### config.mk
export PLATFORM = sky130hd
export DESIGN_NAME = bp_putchar_uart_tx
export DESIGN_NICKNAME = d
export VERILOG_FILES = /design/src/rtl/bp_fpga_host_pkg.sv /design/src/rtl/bp_uart_tx_serializer.sv /design/src/rtl/bsg_fifo_1r1w_small.sv /design/src/rtl/bp_putchar_uart_tx.sv
export SDC_FILE = /design/constraint.sdc
export NUM_CORES = 1
export LEC_CHECK = 0
export ABC_CLOCK_PERIOD_IN_PS = 6740
export CAP_MARGIN = 30
export CORE_MARGIN = 10
export CORE_UTILIZATION = 44
export CTS_CLUSTER_SIZE = 25
export DETAILED_ROUTE_END_ITERATION = 12
export MAX_ROUTING_LAYER = met4
export PLACE_DENSITY = 0.76
export RECOVER_POWER = 25
export SYNTH_ARGS = -nofsm -noshare
export SYNTH_HDL_FRONTEND = slang
export SYNTH_HIERARCHICAL = 1
export SYNTH_SLANG_ARGS = --single-unit
### constraint.sdc
create_clock -name clk_i -period 6.74 [get_ports clk_i]
set_input_delay 0.674 -clock clk_i [delete_from_list [all_inputs] [get_ports clk_i]]
set_output_delay 0.674 -clock clk_i [all_outputs]
set_load 0.005 [all_outputs]
### src/rtl/bp_fpga_host_pkg.sv
// Shared types for the FPGA host putchar UART: BedRock io message layout,
// processor-config selector, UART TX FSM states and register offsets.
package bp_fpga_host_pkg;

    typedef enum logic [1:0] {
        e_bp_default_cfg = 2'd0,
        e_bp_unicore_cfg = 2'd1
    } bp_params_e;

    localparam int paddr_width_gp   = 40;
    localparam int io_data_width_gp = 64;

    function automatic int bp_paddr_width(input bp_params_e cfg);
        case (cfg)
            e_bp_default_cfg: return paddr_width_gp;
            default:          return paddr_width_gp;
        endcase
    endfunction

    typedef enum logic [3:0] {
        e_bedrock_mem_rd    = 4'd0,
        e_bedrock_mem_wr    = 4'd1,
        e_bedrock_mem_uc_rd = 4'd2,
        e_bedrock_mem_uc_wr = 4'd3,
        e_bedrock_mem_amo   = 4'd4
    } bp_bedrock_mem_type_e;

    typedef struct packed {
        bp_bedrock_mem_type_e      msg_type;
        logic [2:0]                size;
        logic [paddr_width_gp-1:0] addr;
    } bp_bedrock_io_mem_header_s;

    typedef struct packed {
        bp_bedrock_io_mem_header_s   header;
        logic [io_data_width_gp-1:0] data;
    } bp_bedrock_io_mem_msg_s;

    typedef enum logic [1:0] {
        e_idle  = 2'd0,
        e_start = 2'd1,
        e_data  = 2'd2,
        e_stop  = 2'd3
    } uart_tx_state_e;

    localparam logic [paddr_width_gp-1:0] putchar_data_offset_gp   = 40'h00_0000_0000;
    localparam logic [paddr_width_gp-1:0] putchar_status_offset_gp = 40'h00_0000_0008;

endpackage

### src/rtl/bp_uart_tx_serializer.sv
// 8N1 UART serializer with a valid/yumi byte input; chains frames without
// an idle bit when the next byte is already waiting.
module bp_uart_tx_serializer
    import bp_fpga_host_pkg::*;
#(
    parameter int uart_clk_per_bit_p = 10416
) (
    input  logic       clk_i,
    input  logic       reset_n_i,
    input  logic [7:0] data_i,
    input  logic       v_i,
    output logic       yumi_o,
    output logic       tx_o,
    output logic       busy_o
);
    localparam int cnt_w_lp = (uart_clk_per_bit_p > 1) ? $clog2(uart_clk_per_bit_p) : 1;
    localparam logic [cnt_w_lp-1:0] cnt_max_lp = cnt_w_lp'(uart_clk_per_bit_p - 1);

    uart_tx_state_e      state_r, state_n;
    logic [cnt_w_lp-1:0] cnt_r, cnt_n;
    logic [2:0]          idx_r, idx_n;
    logic [7:0]          shift_r, shift_n;
    logic                tx_r, tx_n;
    logic                bit_done_s;

    assign bit_done_s = (cnt_r == cnt_max_lp);
    assign tx_o       = tx_r;
    assign busy_o     = (state_r != e_idle);

    // Next-state, bit timing and line value for the following cycle.
    always_comb begin
        state_n = state_r;
        cnt_n   = cnt_r;
        idx_n   = idx_r;
        shift_n = shift_r;
        yumi_o  = 1'b0;
        case (state_r)
            e_idle: begin
                if (v_i) begin
                    yumi_o  = 1'b1;
                    shift_n = data_i;
                    cnt_n   = '0;
                    state_n = e_start;
                end else begin
                    state_n = e_idle;
                end
            end
            e_start: begin
                if (bit_done_s) begin
                    cnt_n   = '0;
                    idx_n   = 3'd0;
                    state_n = e_data;
                end else begin
                    cnt_n = cnt_r + 1'b1;
                end
            end
            e_data: begin
                if (bit_done_s) begin
                    cnt_n   = '0;
                    shift_n = {1'b0, shift_r[7:1]};
                    idx_n   = idx_r + 3'd1;
                    if (idx_r == 3'd7) begin
                        state_n = e_stop;
                    end else begin
                        state_n = e_data;
                    end
                end else begin
                    cnt_n = cnt_r + 1'b1;
                end
            end
            e_stop: begin
                if (bit_done_s) begin
                    cnt_n = '0;
                    // A waiting byte starts immediately so frames abut.
                    if (v_i) begin
                        yumi_o  = 1'b1;
                        shift_n = data_i;
                        state_n = e_start;
                    end else begin
                        state_n = e_idle;
                    end
                end else begin
                    cnt_n = cnt_r + 1'b1;
                end
            end
            default: begin
                state_n = e_idle;
                cnt_n   = '0;
            end
        endcase
        case (state_n)
            e_start: tx_n = 1'b0;
            e_data:  tx_n = shift_n[0];
            default: tx_n = 1'b1;
        endcase
    end

    // State register; reset parks the line high and abandons any frame.
    always_ff @(posedge clk_i or negedge reset_n_i) begin
        if (!reset_n_i) begin
            state_r <= e_idle;
            cnt_r   <= '0;
            idx_r   <= 3'd0;
            shift_r <= 8'h00;
            tx_r    <= 1'b1;
        end else begin
            state_r <= state_n;
            cnt_r   <= cnt_n;
            idx_r   <= idx_n;
            shift_r <= shift_n;
            tx_r    <= tx_n;
        end
    end

endmodule

### src/rtl/bsg_fifo_1r1w_small.sv
// Small single-read single-write FIFO with valid/ready input and valid/yumi
// output; exposes its occupancy for status reporting.
module bsg_fifo_1r1w_small #(
    parameter int width_p = 8,
    parameter int els_p   = 8
) (
    input  logic                     clk_i,
    input  logic                     reset_n_i,
    input  logic                     v_i,
    output logic                     ready_o,
    input  logic [width_p-1:0]       data_i,
    output logic                     v_o,
    output logic [width_p-1:0]       data_o,
    input  logic                     yumi_i,
    output logic [$clog2(els_p):0]   count_o
);
    localparam int ptr_w_lp = $clog2(els_p);

    logic [width_p-1:0]  mem_r [els_p];
    logic [ptr_w_lp-1:0] wptr_r;
    logic [ptr_w_lp-1:0] rptr_r;
    logic [ptr_w_lp:0]   count_r;
    logic                push_s;
    logic                pop_s;

    assign ready_o = (count_r != (ptr_w_lp+1)'(els_p));
    assign v_o     = (count_r != '0);
    assign data_o  = mem_r[rptr_r];
    assign count_o = count_r;
    assign push_s  = v_i & ready_o;
    assign pop_s   = yumi_i & v_o;

    // Storage array; contents are don't-care until written.
    always_ff @(posedge clk_i) begin
        if (push_s) begin
            mem_r[wptr_r] <= data_i;
        end
    end

    // Pointers wrap naturally because the depth is a power of two.
    always_ff @(posedge clk_i or negedge reset_n_i) begin
        if (!reset_n_i) begin
            wptr_r  <= '0;
            rptr_r  <= '0;
            count_r <= '0;
        end else begin
            if (push_s) wptr_r <= wptr_r + 1'b1;
            if (pop_s)  rptr_r <= rptr_r + 1'b1;
            case ({push_s, pop_s})
                2'b10:   count_r <= count_r + 1'b1;
                2'b01:   count_r <= count_r - 1'b1;
                default: count_r <= count_r;
            endcase
        end
    end

endmodule

### src/rtl/bp_putchar_uart_tx.sv
// BedRock io putchar device: byte writes queue into a FIFO feeding a UART
// serializer; a status register reports busy/empty/occupancy.
module bp_putchar_uart_tx
    import bp_fpga_host_pkg::*;
#(
    parameter bp_params_e                bp_params_p        = e_bp_default_cfg,
    parameter int                        uart_clk_per_bit_p = 10416,
    parameter int                        fifo_els_p         = 8,
    parameter logic [paddr_width_gp-1:0] putchar_addr_p     = 40'h00_0010_1000
) (
    input  logic                   clk_i,
    input  logic                   reset_n_i,
    input  bp_bedrock_io_mem_msg_s io_cmd_i,
    input  logic                   io_cmd_v_i,
    output logic                   io_cmd_ready_and_o,
    output bp_bedrock_io_mem_msg_s io_resp_o,
    output logic                   io_resp_v_o,
    input  logic                   io_resp_yumi_i,
    output logic                   tx_o,
    output logic                   error_o
);
    localparam int paddr_width_lp = bp_paddr_width(bp_params_p);
    localparam logic [paddr_width_gp-1:0] data_addr_lp   = putchar_addr_p + putchar_data_offset_gp;
    localparam logic [paddr_width_gp-1:0] status_addr_lp = putchar_addr_p + putchar_status_offset_gp;

    bp_bedrock_io_mem_msg_s      resp_r;
    logic                        resp_v_r;
    logic                        error_r;
    logic                        accept_s, is_wr_s, is_stat_s, bad_s;
    logic                        fifo_ready_s, fifo_v_s, ser_yumi_s, tx_busy_s;
    logic [7:0]                  fifo_data_s;
    logic [$clog2(fifo_els_p):0] fifo_count_s;
    logic [io_data_width_gp-1:0] status_s;
    logic                        unused_s;

    assign unused_s = ^io_cmd_i.data[io_data_width_gp-1:8];

    assign io_cmd_ready_and_o = reset_n_i & ~resp_v_r & fifo_ready_s;
    assign accept_s  = io_cmd_v_i & io_cmd_ready_and_o;
    assign is_wr_s   = (io_cmd_i.header.msg_type == e_bedrock_mem_uc_wr)
                     & (io_cmd_i.header.addr[paddr_width_lp-1:0] == data_addr_lp[paddr_width_lp-1:0]);
    assign is_stat_s = (io_cmd_i.header.msg_type == e_bedrock_mem_uc_rd)
                     & (io_cmd_i.header.addr[paddr_width_lp-1:0] == status_addr_lp[paddr_width_lp-1:0]);
    assign bad_s     = ~is_wr_s & ~is_stat_s;
    assign status_s  = {48'h0, 8'(fifo_count_s), 6'h00, (fifo_count_s == '0), tx_busy_s};

    assign io_resp_o   = resp_r;
    assign io_resp_v_o = resp_v_r;
    assign error_o     = error_r;

    bsg_fifo_1r1w_small #(
        .width_p (8),
        .els_p   (fifo_els_p)
    ) tx_fifo (
        .clk_i     (clk_i),
        .reset_n_i (reset_n_i),
        .v_i       (accept_s & is_wr_s),
        .ready_o   (fifo_ready_s),
        .data_i    (io_cmd_i.data[7:0]),
        .v_o       (fifo_v_s),
        .data_o    (fifo_data_s),
        .yumi_i    (ser_yumi_s),
        .count_o   (fifo_count_s)
    );

    bp_uart_tx_serializer #(
        .uart_clk_per_bit_p (uart_clk_per_bit_p)
    ) serializer (
        .clk_i     (clk_i),
        .reset_n_i (reset_n_i),
        .data_i    (fifo_data_s),
        .v_i       (fifo_v_s),
        .yumi_o    (ser_yumi_s),
        .tx_o      (tx_o),
        .busy_o    (tx_busy_s)
    );

    // Single-entry response register plus the sticky bad-access flag.
    always_ff @(posedge clk_i or negedge reset_n_i) begin
        if (!reset_n_i) begin
            resp_r   <= '0;
            resp_v_r <= 1'b0;
            error_r  <= 1'b0;
        end else begin
            if (accept_s) begin
                resp_v_r      <= 1'b1;
                resp_r.header <= io_cmd_i.header;
                resp_r.data   <= is_stat_s ? status_s : '0;
            end else if (io_resp_yumi_i) begin
                resp_v_r <= 1'b0;
            end
            error_r <= error_r | (accept_s & bad_s);
        end
    end

endmodule

==> summary.md <==
| Metric | Value |
|---|---|
| Status | completed |
| Mapped Cells | 650 |
| PD cells | approximately 250 nW/um2 |
| Worst Skew | ~8.5 ps |
| Die H | around 150 um |
| GPL Wtd Cong | between 0.7 and 0.8 |
| Worst slew margin | about 17% |
| Cell taking the most area after synthesis | dfrtp_1 |
| Setup TNS | 0 ps |
| GRT overflow | 0 |
| Core box area | between 15000 and 20000 um2 |
| Post-CTS resize count | 0 |
| Num CTS Buffers | 17 |
| Fmax | ~230 MHz |
| DR iter-0 viols | approximately 350 |
| CP Max Fanout | 55 |
| DRT Pass-1 Iters | 4 |
| Yosys cell types | 65 |
| Fraction of registers with async set/reset | approximately three fifths |
| DRC Markers | 0 |
| Vias in the first global route | 4825 |
| Final wirelength | between 15 and 20 mm |
| Yosys warns | 6 |
| Htree depth | 4 |
| Post-synth top cells | 173 x nand2_1, 92 x dfrtp_1, 64 x edfxtp_1 |
| Nets | 891 |
| Most frequent cell after synthesis | nand2_1 |
| Post-synth EDFFs | 64 |
| Longest Clk Path Bufs | 2 |
| Die W | 151 um |
| CP startpoint | reset_n_i |
| Antenna Nets Post-Route | 0 |
| Pin count of the biggest net entering global routing | 74 |
| Primary FF master, synth | dfrtp_1 |
| Flops & latches, synth | between 150 and 200 |
| Total power | 2.33 mW |
| Area grow syn2layout | 22.7% |
| First-pass GRT wire length | 26.1 mm |
| Critical Path AT | 4630 ps |
| HP Class | reg2reg |
| CTS tree | built |
| Die area | about 23000 um2 |
| Share of the synthesized area in the top cell type | a little under a third |
| Worst ir drop on vdd | around 0.24 mV |
| Wire length per cell | 16.7 um |
| IO buf count | between 100 and 150 |
| Vias per inst | ~5.0 |
| Final Critical Period | about 4300 ps |
| CTS Root Cell | clkbuf_16 |
| Fin Hold WS | between 400 and 500 ps |
| Crit start category | input pin |
| Antenna cell count | 0 |
| Proportion of layout cells with a drive suffix above 1 | around 7.4% |
| Setup-failing EPs final | 0 |
| HP Start | error_o |
| Worst-Skew Late Latency | 420 ps |
| Cell Area, Synth | 7500 um2 |
| Final Hold Viols | 0 |
| Number of antenna violations at the first check in global routing | 0 |
| Area contributors post-synth | dfrtp_1 31%, edfxtp_1 26%, nand2_1 8.7%, buf_4 6.0%, mux4_1 5.6% |
| RSZ-0062 raised after global routing | no |
| Leakage | roughly 3.9 nW |
| Sequential area share after synthesis | a little under three fifths |
| Number of post-CTS setup repair buffers | 0 |
| RR Startpoint | serializer/state_r[1] |
| Routed via count | around 5000 |
| Slew Limit Fails | 0 |
| CP required | 7030 ps |
| All-layer global routing usage | approximately 15% |
| Clock transition at the registers of the reported paths | roughly 60 ps |
| Setup CP Type | in2reg |
| Initial core utilization | between 40% and 50% |
| DP HPWL | ~12 mm |
| Worst-margin pin slew | 1250 ps |
| TritonCTS Sinks | around 160 |
| CP Capture Type | flop |
| MaxCap Viol Count | 0 |
| Num ports | 230 |
| Post-CTS Hold Fix Bufs | 0 |
| Standard-cell rows | between 40 and 50 |
| Mean area per synthesized cell | 11.5 um2 |
| # fillers | between 1000 and 1500 |
| Final period util | approximately 64% |
==> logic make-up after synthesis <==
group                      count (synthesis)  synth area share (%)
and+or+nand+nor                          268                  16.6
DFF                                      157                  56.7
buffers and inverters                     99                  8.54
AOI/OAI and AO/OA                         65                  5.99
muxes                                     37                  8.67
adders and majority gates                 14                  2.44
xor gates and xnor gates                   9                  1.05
other                                      1                0.0500
==> power breakdown <==
part / switching, mW / total (mW) / internal, mW
Sequential: 0.0288 / 1.08 / 1.05
Clock: 0.399 / 0.991 / 0.592
Combinational: 0.112 / 0.255 / 0.143
Total: 0.539 / 2.33 / 1.79
==> cells in the final DEF (no fill, tap or decap), types with 3 or more instances in the layout <==
cell type        synthesis  routed
nor3_1                   8       8
o2bb2ai_1                6       6
dlygate4sd3_1            0       8
mux4_1                  16      16
a21o_1                   4       4
xnor2_1                  6       6
buf_4                   60       5
nor4_1                  10      10
nor2_1                  19      19
o21ai_0                 22      22
and2_1                   5       5
clkdlybuf4s50_1          0     106
inv_8                    0       3
edfxtp_1                64      64
nand3_1                  9       9
and4_1                   3       3
nor3b_1                  5       4
nand2b_1                 3       3
conb_1                   1      58
a22o_1                  10      10
mux2_2                  12      12
xor2_1                   3       3
clkbuf_16                0      17
ha_1                    13      13
mux2i_1                  7       7
nand4_1                 11      11
nor4b_1                  3       3
nand2_1                173     173
or4_1                    3       3
a21oi_1                  5       5
dfrtp_1                 92      92
inv_1                   15      15
inv_6                    0       3
bufinv_16                0       3
==> layer usage <==
metal  wire length [um]  vias to the layer above  part of all wire, %  GRT usage [%]
met1               6800                     2440                   41           17.4
met2               8700                      124                   52           25.6
met3                929                       14                  5.6           4.08
li1                   -                     2416                    -              -
met4                197                        0                  1.2           4.47
met5                  0                        -                    0              -
==> stage by stage <==
| step | area [um2] | instances | setup slack [ps] | utilization, % |
|---|---|---|---|---|
| floorplan | 7710 | 707 | 3270 | - |
| finish | 9210 | 995 | 2400 | 55.3 |
| detailed placement | 8600 | 963 | 2560 | 51.7 |
| global placement | 8600 | 963 | 2580 | 51.7 |
| CTS | 9210 | 995 | 2690 | 55.3 |
| global route | 9210 | 995 | 1920 | 55.3 |
==> sequential cells by signal, indices dropped and copies added, names as in the netlist <==
register            flops
tx_fifo/mem_r          64
io_resp_o              53
serializer/cnt_r       14
serializer/shift_r      8
tx_fifo/count_o         4
serializer/idx_r        3
tx_fifo/rptr_r          3
tx_fifo/wptr_r          3
serializer/state_r      2
error_o                 1
io_resp_v_o             1
serializer/tx_o         1
==> path summary, 6_finish.rpt <==
path,slack (ps),to,cells after the start
max in group asynchronous,4660,serializer/cnt_r[13],2
hold reg to reg,460,error_o,1
setup / recovery,2400,tx_fifo/count_o[3],12
min in group asynchronous,500,io_resp_o[70],1
setup reg to reg,2680,tx_fifo/count_o[3],12
hold / removal,460,error_o,1
==> cell type report <==
type,count,area [um2],share of cell area [%]
Clock buffer,18,429,4.66
Tap cell,220,275,2.99
Sequential cell,157,4250,46.2
Inverter,15,56.3,0.612
Timing Repair Buffer,120,1180,12.8
Clock inverter,14,183,1.98
Multi-Input combinational cell,451,2830,30.7
==> critical path: stages <==
cell and delay [ps]:
clkbuf_1 890, nand2_1 200, nor3b_2 230, buf_4 490, nand4b_1 160, nor2_1 270
nand2_2 130, ha_1 320, ha_1 370, or4b_2 640, o311ai_0 120, o211ai_1 130
Note: power is estimated with default switching activity, not from simulation.
